[config.mk]
export PLATFORM = sky130hd
export DESIGN_NAME = fir_decim2
export DESIGN_NICKNAME = d
export VERILOG_FILES = /design/src/rtl/fir_pkg.sv /design/src/rtl/fir_mac.sv /design/src/rtl/fir_decim2.sv
export SDC_FILE = /design/constraint.sdc
export NUM_CORES = 1
export LEC_CHECK = 0
export ABC_AREA = 1
export ABC_CLOCK_PERIOD_IN_PS = 10300
export CORE_ASPECT_RATIO = 0.5
export CORE_UTILIZATION = 30
export CTS_CLUSTER_DIAMETER = 150
export DETAILED_ROUTE_END_ITERATION = 8
export PLACE_DENSITY_LB_ADDON = 0.05
export SYNTH_ARGS = -nofsm -noshare
export SYNTH_HDL_FRONTEND = slang
export SYNTH_SLANG_ARGS = --single-unit
[constraint.sdc]
create_clock -name clock -period 10.3 [get_ports clock]
set_input_delay 2.06 -clock clock [delete_from_list [all_inputs] [get_ports clock]]
set_output_delay 2.06 -clock clock [all_outputs]
set_load 0.1 [all_outputs]
[src/rtl/fir_pkg.sv]
// Shared constants, coefficient table and FSM state type for the half-band decimating FIR.
package fir_pkg;

  localparam int unsigned NDefault = 16;
  localparam int unsigned WDefault = 8;
  localparam int unsigned HDefault = 8;

  localparam int Coef [16] = '{0, 0, 3, 0, -15, 0, 73, 126, 80, 0, -20, 0, 6, 0, -1, 0};

  typedef enum logic [1:0] {
    StLoad,
    StMac,
    StHold
  } state_e;

endpackage

[src/rtl/fir_mac.sv]
// Registered signed multiply-accumulate; sum_o is the running total including the current product.
module fir_mac #(
  parameter int unsigned AW   = 9,
  parameter int unsigned BW   = 9,
  parameter int unsigned AccW = 21
) (
  input  logic            clk_i,
  input  logic            rst_ni,
  input  logic            clr_i,
  input  logic            en_i,
  input  logic [AW-1:0]   a_i,
  input  logic [BW-1:0]   b_i,
  output logic [AccW-1:0] sum_o
);

  logic signed [AW+BW-1:0] prod;
  logic signed [AccW-1:0]  acc_q, acc_d;

  assign prod  = $signed(a_i) * $signed(b_i);
  assign sum_o = acc_q + AccW'(prod);

  always_comb begin
    acc_d = acc_q;
    if (clr_i) begin
      acc_d = '0;
    end else if (en_i) begin
      acc_d = sum_o;
    end
  end

  always_ff @(posedge clk_i or negedge rst_ni) begin
    if (!rst_ni) begin
      acc_q <= '0;
    end else begin
      acc_q <= acc_d;
    end
  end

endmodule

[src/rtl/fir_decim2.sv]
// Decimate-by-2 FIR: loads two samples, runs one tap per cycle on a shared MAC, then holds the result.
module fir_decim2
  import fir_pkg::*;
#(
  parameter int unsigned N = NDefault,
  parameter int unsigned W = WDefault,
  parameter int unsigned H = HDefault
) (
  input  logic             clock,
  input  logic             reset_n,
  input  logic [W:0]       in_data,
  input  logic             in_valid,
  output logic             in_ready,
  output logic [W+N-1:0]   out_data,
  output logic             out_valid,
  input  logic             out_ready
);

  localparam int unsigned KW   = $clog2(N);
  localparam int unsigned AccW = W + H + 5;

  state_e               state_q, state_d;
  logic                 phase_q, phase_d;
  logic [KW-1:0]        k_q, k_d;
  logic [W+N-1:0]       out_q, out_d;
  logic signed [W:0]    x_q [N];
  logic                 shift, mac_clr, mac_en;
  logic signed [H:0]    coef;
  logic [AccW-1:0]      mac_sum;
  logic signed [AccW-1:0] y_shift;

  assign coef    = (H+1)'(Coef[k_q]);
  assign y_shift = $signed(mac_sum) >>> H;

  fir_mac #(
    .AW   (W + 1),
    .BW   (H + 1),
    .AccW (AccW)
  ) u_mac (
    .clk_i  (clock),
    .rst_ni (reset_n),
    .clr_i  (mac_clr),
    .en_i   (mac_en),
    .a_i    (x_q[k_q]),
    .b_i    (coef),
    .sum_o  (mac_sum)
  );

  always_comb begin
    state_d   = state_q;
    phase_d   = phase_q;
    k_d       = k_q;
    out_d     = out_q;
    shift     = 1'b0;
    mac_clr   = 1'b0;
    mac_en    = 1'b0;
    in_ready  = 1'b0;
    out_valid = 1'b0;
    unique case (state_q)
      StLoad: begin
        in_ready = 1'b1;
        if (in_valid) begin
          shift   = 1'b1;
          phase_d = ~phase_q;
          if (phase_q) begin
            state_d = StMac;
            mac_clr = 1'b1;
            k_d     = '0;
          end
        end
      end
      StMac: begin
        mac_en = 1'b1;
        k_d    = k_q + KW'(1);
        if (k_q == KW'(N - 1)) begin
          state_d = StHold;
          k_d     = '0;
          // sum_o already includes the last tap, so the result is captured on this edge.
          out_d   = (W+N)'(y_shift);
        end
      end
      StHold: begin
        out_valid = 1'b1;
        if (out_ready) begin
          state_d = StLoad;
        end
      end
      default: state_d = StLoad;
    endcase
  end

  always_ff @(posedge clock or negedge reset_n) begin
    if (!reset_n) begin
      state_q <= StLoad;
      phase_q <= 1'b0;
      k_q     <= '0;
      out_q   <= '0;
    end else begin
      state_q <= state_d;
      phase_q <= phase_d;
      k_q     <= k_d;
      out_q   <= out_d;
    end
  end

  always_ff @(posedge clock or negedge reset_n) begin
    if (!reset_n) begin
      for (int i = 0; i < N; i++) begin
        x_q[i] <= '0;
      end
    end else if (shift) begin
      x_q[0] <= in_data;
      for (int i = 1; i < N; i++) begin
        x_q[i] <= x_q[i-1];
      end
    end
  end

  assign out_data = out_q;

endmodule

==> flow_metrics.py, run 1 <==
metrics = {
    "logic_synthesis": {
        "synth.largest_area_cell": "dfrtp_1",
        "synth_top_cell_area_share": 0.362,
        "synth-seq-cells": 185,
        "syn-mean-instance-area_um2": 8.10,
        "number_of_flops_mapped_to_enable_cells_by_yosys": 0,
        "synth_cells": 1577,
        "synth.net_count": 1742,
        "yosys-top-cells-area": "dfrtp_1, fa_1, nand2_1, o21ai_0, inv_1",
        "synth_async_sr_flop_share": 1.00,
        "synth.top_cells.by_count": "nand2_1, inv_1, o21ai_0, dfrtp_1, fa_1",
        "synth_most_common_cell": "nand2_1",
        "cell_area_after_technology_mapping_um2": 12800,
        "ys_types": 33,
        "yosys_warnings": 0,
        "synth.yosys.seq_area_share": 0.362,
        "postSynth.topFlopCell": "dfrtp_1",
    },
    "timing": {
        "fin_skew_ns": 0.0132,
        "drv_slew": 0,
        "rsz0062_at_grt": "no",
        "worst_pin_slew_ns": 1.16,
        "setup_viol": 0,
        "finalWorstPathRequiredPeriod_ns": 7.01,
        "final.period_utilization": 0.681,
        "timing.max_slew.rel_slack": 0.228,
        "timing.fmax_mhz": 143,
        "setup-tns-final_ns": 0,
        "timing_hold_violations_final": 0,
    },
    "placed_design": {
        "dp.cells": 2124,
        "gp_congestion": 0.861,
        "numPortBuffers": 38,
        "hpwlAfterDp_um": 23600,
    },
    "grt": {
        "initial_antenna_violation_count": 0,
        "grt_pass1_wl_um": 54800,
        "vias_in_the_first_global_route": 9754,
        "globalRouteTotalUtil": 0.163,
        "maximum_number_of_pins_on_one_net_before_global_route_repair": 131,
        "grt-ovfl-total": 0,
    },
    "cts": {
        "clock_path_buffers": 2,
        "clk_root_buffer_cell": "clkbuf_16",
        "tritoncts_num_sinks": 185,
        "clock_tree_from_tritoncts": "yes",
        "numCtsBuffers": 17,
        "htreeDepth": 4,
        "holdBufCountCts": 0,
        "insertion_delay_ns": 0.45,
        "clk_pin_slew_worst_paths_ns": 0.08,
        "cts.repair_timing.setup_buffer_count": 0,
        "post_cts.resized_instances": 0,
    },
    "die": {
        "die-width_um": 294,
        "total_die_area_um2": 43500,
        "coreArea_um2": 42000,
        "floorplan.die.height_um": 148,
        "rows": 53,
        "num_io_pins": 39,
        "start_util": 0.304,
    },
    "critical_path": {
        "critical-path-top-cell-by-count": "inv_1",
        "slowest_stage": "dfrtp_2",
        "criticalPathCategory": "reg2reg",
        "reg2reg_setup_slack_ns": 3.29,
        "cell_chain_critical_path": "inv_2, ha_1, nor2_1, inv_1, nand2_1, inv_1, nand2_1, inv_1, fa_1, inv_1, fa_1, fa_1, inv_1, fa_1, inv_1, fa_1, inv_1, ha_1, nand2_1, o21ai_0, a21oi_1, nand3b_1, nand3_1, nand2_1",
        "cp_slowest_stage_delay_ns": 0.91,
        "critPathCaptureType": "flip-flop",
        "worst_path_required_ns": 10.64,
        "worstSetupStartpointType": "flip-flop",
        "timing.critical_path.fanout_max": 52,
        "cp.arrival_ns": 7.35,
    },
    "layout": {
        "layout-drive-gt1-share": 0.0481,
        "syn2layout_area_growth_pct": 10.9,
        "layoutNonFillerInstCount": 2156,
        "seqCellArea_um2": 4630,
        "multi_input_comb_area_um2": 6730,
        "fill_cells": 4423,
        "nets": 1731,
        "antennaDiodeCount": 0,
    },
    "outcome": {
        "outcome": "completed",
    },
    "drt": {
        "drtAntennaViolNets": 0,
        "first_drt_pass_iteration_count": 4,
        "num_vias": 9810,
        "detail_route.drc_violations": 0,
        "routed_via_density": 4.55,
        "drt_iter0_drc": 583,
        "routedWlPerCell_um": 15.6,
        "totalWireLength_um": 33700,
    },
    "hold_path": {
        "hp-class": "reg2reg",
    },
    "run": {
        "cap_viol_max_count": 0,
    },
}
[cell type report]
class,instances,area share
clock buffer,17,0.0300
clock inverter,15,0.0143
inverter,269,0.0713
multi-input combinational,1046,0.475
sequential,185,0.327
tap,577,0.0509
timing repair buffer,47,0.0319
[stage by stage]
stage | hold WS [ns] | cell area, µm² | utilization | setup slack (ns)
final | 0.480 | 14200 | 0.338 | 3.29
after global routing | 0.503 | 14200 | 0.338 | 2.63
after CTS | 0.488 | 14200 | 0.338 | 3.20
after detailed placement | 0.466 | 13500 | 0.323 | 3.22
after global placement | 0.465 | 13500 | 0.323 | 3.28
after floorplan | 0.448 | 12800 | - | 4.80
[final timing paths]
check	startpoint	to	cells past startpoint
setup / recovery	k_q[0]	out_data[9]	24
hold / removal	out_data[2]	out_data[2]	2
setup reg to reg	k_q[0]	out_data[9]	24
hold reg to reg	out_data[2]	out_data[2]	2
max in group asynchronous	reset_n	x_q[45]	3
min in group asynchronous	reset_n	u_mac.acc_q[17]	1
[registers in the layout, indices dropped and copies added (netlist names)]
register	cells
k_q	4
state_q	2
phase_q	1
out_data	13
u_mac.acc_q	21
x_q	144
[critical path, delay by kind of cell (launching register included)]
kind	cells	cell delay (ns)
AO/OA/AOI/OAI	2	0.30
flip-flops	1	0.91
buffers and inverters	8	1.17
AND/OR/NAND/NOR	7	1.33
adder cells (fa/ha/maj)	7	3.13
[cells in the final DEF, fill, tap and decap left out, types with 2 or more instances in the layout]
| master | instances |
|---|---|
| a21oi_1 | 74 |
| a22o_1 | 3 |
| a31oi_1 | 18 |
| and2_1 | 2 |
| buf_4 | 9 |
| clkbuf_16 | 17 |
| clkdlybuf4s50_1 | 37 |
| clkinv_2 | 2 |
| clkinv_8 | 7 |
| dfrtp_1 | 183 |
| dfrtp_2 | 2 |
| fa_1 | 93 |
| ha_1 | 59 |
| inv_1 | 260 |
| inv_2 | 8 |
| inv_6 | 3 |
| nand2_1 | 410 |
| nand3_1 | 58 |
| nand3_2 | 13 |
| nand3b_1 | 11 |
| nor2_1 | 54 |
| nor2_2 | 2 |
| nor2_4 | 3 |
| nor3_1 | 2 |
| o211ai_1 | 18 |
| o21ai_0 | 196 |
| o21ai_1 | 18 |
| o21ai_2 | 2 |
| xnor2_1 | 3 |
[routing by layer]
metal  share of wire  GRT usage  wire [µm]
met3           0.025     0.0238        840
met5               0          0          0
met4          0.0067     0.0341        225
met2            0.44      0.255      14700
met1            0.53      0.238      17900
[logic make-up after synthesis]
kind of cell | Yosys count | share of synthesized area
and+or+nand+nor | 558 | 0.182
buffers and inverters | 346 | 0.112
AOI/OAI and AO/OA | 332 | 0.137
DFF | 185 | 0.362
adders and majority gates | 152 | 0.203
xor gates and xnor gates | 4 | 0.00274
Power of run 1 is left out: the tool's default activity adds up to more than one toggle a clock period on the data nets, which glitch-free logic cannot reach.
==> run 2, diff against run 1 <==
--- a/config.mk
+++ b/config.mk
@@ -6,7 +6,7 @@
 export NUM_CORES = 1
 export LEC_CHECK = 0
 export ABC_AREA = 1
-export ABC_CLOCK_PERIOD_IN_PS = 10300
+export ABC_CLOCK_PERIOD_IN_PS = 6230
 export CORE_ASPECT_RATIO = 0.5
 export CORE_UTILIZATION = 30
 export CTS_CLUSTER_DIAMETER = 150
==> constraint.sdc (replaced) <==
create_clock -name clock -period 6.23 [get_ports clock]
set_input_delay 1.246 -clock clock [delete_from_list [all_inputs] [get_ports clock]]
set_output_delay 1.246 -clock clock [all_outputs]
set_load 0.1 [all_outputs]
==> flow_metrics.py, run 2 (synthesized netlist as in run 1, its figures left out) <==
metrics = {
    "critical_path": {
        "critPathCaptureType": "flip-flop",
        "worst_path_required_ns": 6.57,
        "timing.critical_path.fanout_max": 31,
        "criticalPathCategory": "reg2reg",
        "cp_slowest_stage_delay_ns": 0.52,
        "critical-path-top-cell-by-count": "fa_1",
        "slowest_stage": "fa_1",
        "cp.arrival_ns": 6.15,
        "worstSetupStartpointType": "flip-flop",
        "reg2regPathDepth": 26,
    },
    "placed_design": {
        "detailed_place.area_um2": 13700,
        "dp.cells": 2138,
        "numPortBuffers": 38,
        "gp_congestion": 0.874,
        "hpwlAfterDp_um": 24000,
    },
    "layout": {
        "layoutNonFillerInstCount": 2176,
        "antennaDiodeCount": 0,
        "utilization": 0.343,
        "seqCellArea_um2": 4630,
        "layout-drive-gt1-share": 0.0638,
        "nets": 1751,
        "syn2layout_area_growth_pct": 12.6,
        "final_cell_mix": "nand2_1, inv_1, o21ai_0",
        "final_design_area_no_fill_um2": 14400,
        "final_common_cell": "nand2_1",
        "biggest_register": "x_q",
        "fill_cells": 4389,
        "max_reg_flops": 144,
        "multi_input_comb_area_um2": 6740,
    },
    "cts": {
        "insertion_delay_ns": 0.46,
        "tritoncts_num_sinks": 185,
        "clk_root_buffer_cell": "clkbuf_16",
        "htreeDepth": 4,
        "clk_pin_slew_worst_paths_ns": 0.08,
        "clock_path_buffers": 2,
        "numCtsBuffers": 17,
        "clock_tree_from_tritoncts": "yes",
        "holdBufCountCts": 0,
    },
    "drt": {
        "detail_route.drc_violations": 0,
        "routed_via_density": 4.53,
        "drtAntennaViolNets": 0,
        "drt_iter0_drc": 620,
        "num_vias": 9859,
        "totalWireLength_um": 33800,
        "routedWlPerCell_um": 15.5,
        "first_drt_pass_iteration_count": 5,
    },
    "timing": {
        "worst_pin_slew_ns": 0.978,
        "final.period_utilization": 0.934,
        "fin_skew_ns": 0.0168,
        "timing_hold_violations_final": 0,
        "setup_viol": 0,
        "timing.fmax_mhz": 172,
        "timing.max_slew.rel_slack": 0.346,
        "finalWorstPathRequiredPeriod_ns": 5.82,
        "drv_slew": 0,
    },
    "grt": {
        "initial_antenna_violation_count": 0,
        "maximum_number_of_pins_on_one_net_before_global_route_repair": 139,
        "vias_in_the_first_global_route": 9834,
        "grt-ovfl-total": 0,
        "grt_pass1_wl_um": 54600,
        "globalRouteTotalUtil": 0.161,
    },
    "die": {
        "rows": 53,
        "coreArea_um2": 42000,
        "floorplan.die.height_um": 148,
        "start_util": 0.304,
        "total_die_area_um2": 43500,
        "die-width_um": 294,
        "num_io_pins": 39,
    },
    "hold_path": {
        "hp-class": "reg2reg",
        "worstHoldPathCells": 2,
    },
    "outcome": {
        "outcome": "completed",
    },
    "run": {
        "cap_viol_max_count": 0,
    },
}
-- run 2: area by class of cell --
class	instances	share of cell area
clock inverter	14	0.0122
timing repair buffer	67	0.0470
tap	577	0.0502
sequential	185	0.322
multi-input combinational	1046	0.468
inverter	269	0.0707
clock buffer	18	0.0298
-- run 2: worst paths after layout --
| check | from | endpoint | slack [ns] |
|---|---|---|---|
| max | k_q[0] | out_data[2] | 0.41 |
| min | out_data[6] | out_data[6] | 0.48 |
| max reg2reg | k_q[0] | out_data[2] | 0.41 |
| min reg2reg | out_data[6] | out_data[6] | 0.48 |
| max in group asynchronous | reset_n | x_q[108] | 4.31 |
| min in group asynchronous | reset_n | out_data[12] | 0.73 |
-- run 2: routing by layer --
layer / vias up / GRT usage / part of all wire
li1: 4971 / - / -
met1: 4735 / 0.236 / 0.52
met2: 136 / 0.251 / 0.44
met3: 17 / 0.0245 / 0.027
met4: 0 / 0.0346 / 0.0098
met5: - / 0 / 0
-- run 2: through the flow --
step,TNS [ns],worst slack (ns),hold WS (ns)
2_1_floorplan,0,0.731,0.448
3_5_place_dp,0,0.309,0.468
5_1_grt,-0.00478,-0.00278,0.507
4_1_cts,0,0.301,0.487
6_report,0,0.414,0.482
3_3_place_gp,0,0.333,0.465
-- run 2: repair_timing --
action / CTS / global route
buffers inserted: 0 / 5
endpoints found under the hold margin: 0 / 0
resized for setup: 0 / 10
setup endpoints to repair: 0 / 22
-- run 2: critical path, delay by kind of cell (launching register included) --
family	cells	cell delay [ns]
compound gates	2	0.31
simple gates	11	1.35
flops	1	0.47
fa+ha+maj	6	2.72
buf+inv	7	0.79
Power of run 2 is left out for the same reason.
==> run 3, diff against run 2 <==
--- a/config.mk
+++ b/config.mk
@@ -7,6 +7,7 @@
 export LEC_CHECK = 0
 export ABC_AREA = 1
 export ABC_CLOCK_PERIOD_IN_PS = 6230
+export CAP_MARGIN = 40
 export CORE_ASPECT_RATIO = 0.5
 export CORE_UTILIZATION = 30
 export CTS_CLUSTER_DIAMETER = 150
==> flow_metrics.py, run 3 (synthesized netlist as in run 1, its figures left out) <==
metrics = {
    "timing": {
        "final.period_utilization": 0.931,
        "setup_viol": 0,
        "timing.fmax_mhz": 172,
        "finalWorstPathRequiredPeriod_ns": 5.80,
        "worst_pin_slew_ns": 0.885,
        "fin_skew_ns": 0.0154,
        "timing_hold_violations_final": 0,
        "rsz0062_at_grt": "no",
        "worst_slack_ns": 0.431,
        "timing.max_slew.rel_slack": 0.410,
        "setup-tns-final_ns": 0,
        "drv_slew": 0,
    },
    "critical_path": {
        "crit-reg2reg-capture": "out_data[8]",
        "cp_slowest_stage_delay_ns": 0.61,
        "cp.buffers_inverters": 6,
        "worstSetupStartpointType": "flip-flop",
        "worst_path_required_ns": 6.58,
        "timing.critical_path.fanout_max": 37,
        "reg2regPathDepth": 25,
        "reg2reg_setup_slack_ns": 0.43,
        "critPathCaptureType": "flip-flop",
        "r2r-start": "k_q[0]",
        "slowest_stage": "fa_1",
        "criticalPathCategory": "reg2reg",
        "cp.arrival_ns": 6.14,
        "family_with_the_most_delay_on_the_worst_path": "adder cells",
    },
    "grt": {
        "vias_in_the_first_global_route": 9993,
        "globalRouteTotalUtil": 0.162,
        "grt_pass1_wl_um": 54800,
        "initial_antenna_violation_count": 0,
        "grt-ovfl-total": 0,
        "maximum_number_of_pins_on_one_net_before_global_route_repair": 139,
    },
    "die": {
        "num_io_pins": 39,
        "floorplan.die.height_um": 148,
        "die-width_um": 294,
        "total_die_area_um2": 43500,
        "coreArea_um2": 42000,
        "start_util": 0.304,
        "rows": 53,
    },
    "cts": {
        "htreeDepth": 4,
        "clk_root_buffer_cell": "clkbuf_16",
        "clk_pin_slew_worst_paths_ns": 0.08,
        "clock_tree_from_tritoncts": "yes",
        "insertion_delay_ns": 0.46,
        "tritoncts_num_sinks": 185,
        "holdBufCountCts": 0,
        "clock_path_buffers": 2,
        "numCtsBuffers": 17,
    },
    "drt": {
        "num_vias": 9925,
        "routed_via_density": 4.51,
        "first_drt_pass_iteration_count": 6,
        "drtAntennaViolNets": 0,
        "drt_iter0_drc": 563,
        "totalWireLength_um": 33600,
        "routedWlPerCell_um": 15.3,
        "detail_route.drc_violations": 0,
    },
    "layout": {
        "antennaDiodeCount": 0,
        "multi_input_comb_area_um2": 6750,
        "max_reg_flops": 144,
        "fill_cells": 4347,
        "layout-drive-gt1-share": 0.0764,
        "nets": 1774,
        "seqCellArea_um2": 4630,
        "final_design_area_no_fill_um2": 14800,
        "final_common_cell": "nand2_1",
        "biggest_register": "x_q",
        "syn2layout_area_growth_pct": 15.6,
        "final_cell_mix": "nand2_1, inv_1, o21ai_0",
    },
    "placed_design": {
        "detailed_place.area_um2": 14100,
        "numPortBuffers": 38,
        "dpl_worst_slack_ns": 0.293,
        "hpwlAfterDp_um": 24200,
        "gp_congestion": 0.874,
    },
    "outcome": {
        "outcome": "completed",
    },
    "hold_path": {
        "worst_hold_path.endpoint": "out_data[7]",
        "hp-class": "reg2reg",
        "worst_min_path_start": "out_data[7]",
        "worstHoldPathCells": 2,
    },
    "run": {
        "cap_viol_max_count": 0,
    },
}
[run 3: changes by cell type in the layout (fill, tap and decap cells not counted), sizes merged]
cell | before | now
buf | 28 | 52
clkbuf | 20 | 19
[run 3: layout make-up]
cell class	count	share of cell area
clock buffer	18	0.0291
clock inverter	14	0.0119
inverter	269	0.0687
multi-input combinational	1046	0.457
sequential	185	0.314
tap	577	0.0489
timing repair buffer	90	0.0709
[run 3: per-layer routing]
| metal | vias to the layer above | share of wire | track usage |
|---|---|---|---|
| li1 | 5012 | - | - |
| met1 | 4763 | 0.53 | 0.233 |
| met2 | 135 | 0.44 | 0.256 |
| met3 | 15 | 0.023 | 0.0259 |
| met4 | 0 | 0.0076 | 0.0352 |
| met5 | - | 0 | 0 |
[run 3: worst max-delay path by stage]
| stage | startpoint | endpoint | depth (start not counted) |
|---|---|---|---|
| after floorplan | k_q[0] | out_data[10] | 26 |
| after global placement | k_q[0] | u_mac.acc_q[18] | 27 |
| after detailed placement | k_q[0] | out_data[8] | 26 |
| after CTS | k_q[0] | out_data[8] | 26 |
| after global routing | k_q[1] | u_mac.acc_q[18] | 24 |
| final | k_q[0] | out_data[8] | 25 |
[run 3: stage by stage]
stage          hold slack [ns]  std cells  utilization
2_1_floorplan            0.448       1577            -
3_3_place_gp             0.465       2138        0.326
3_5_place_dp             0.465       2165        0.336
4_1_cts                  0.486       2197        0.351
5_1_grt                  0.504       2199        0.352
6_report                 0.480       2199        0.352
[run 3: worst register-to-register path: stages, from the launching register on]
cell     delay (ns)
dfrtp_2        0.43
inv_2          0.19
buf_12         0.25
ha_1           0.28
inv_1          0.08
a21oi_1        0.09
nor2_1         0.16
inv_1          0.13
a31oi_1        0.20
fa_1           0.47
fa_1           0.61
fa_1           0.46
fa_1           0.49
inv_1          0.05
fa_1           0.48
inv_1          0.04
ha_1           0.35
nand2_1        0.14
nor2_1         0.16
nand3_1        0.09
nand3_1        0.20
nand2_1        0.10
nand2_1        0.07
nand2_1        0.06
nand3_1        0.08
nand2_1        0.05
[run 3: what timing repair did]
item,4_1_cts,5_1_grt
buffers inserted,0,2
setup endpoints to repair,0,21
gates resized for setup,0,9
Power of run 3 is left out for the same reason.
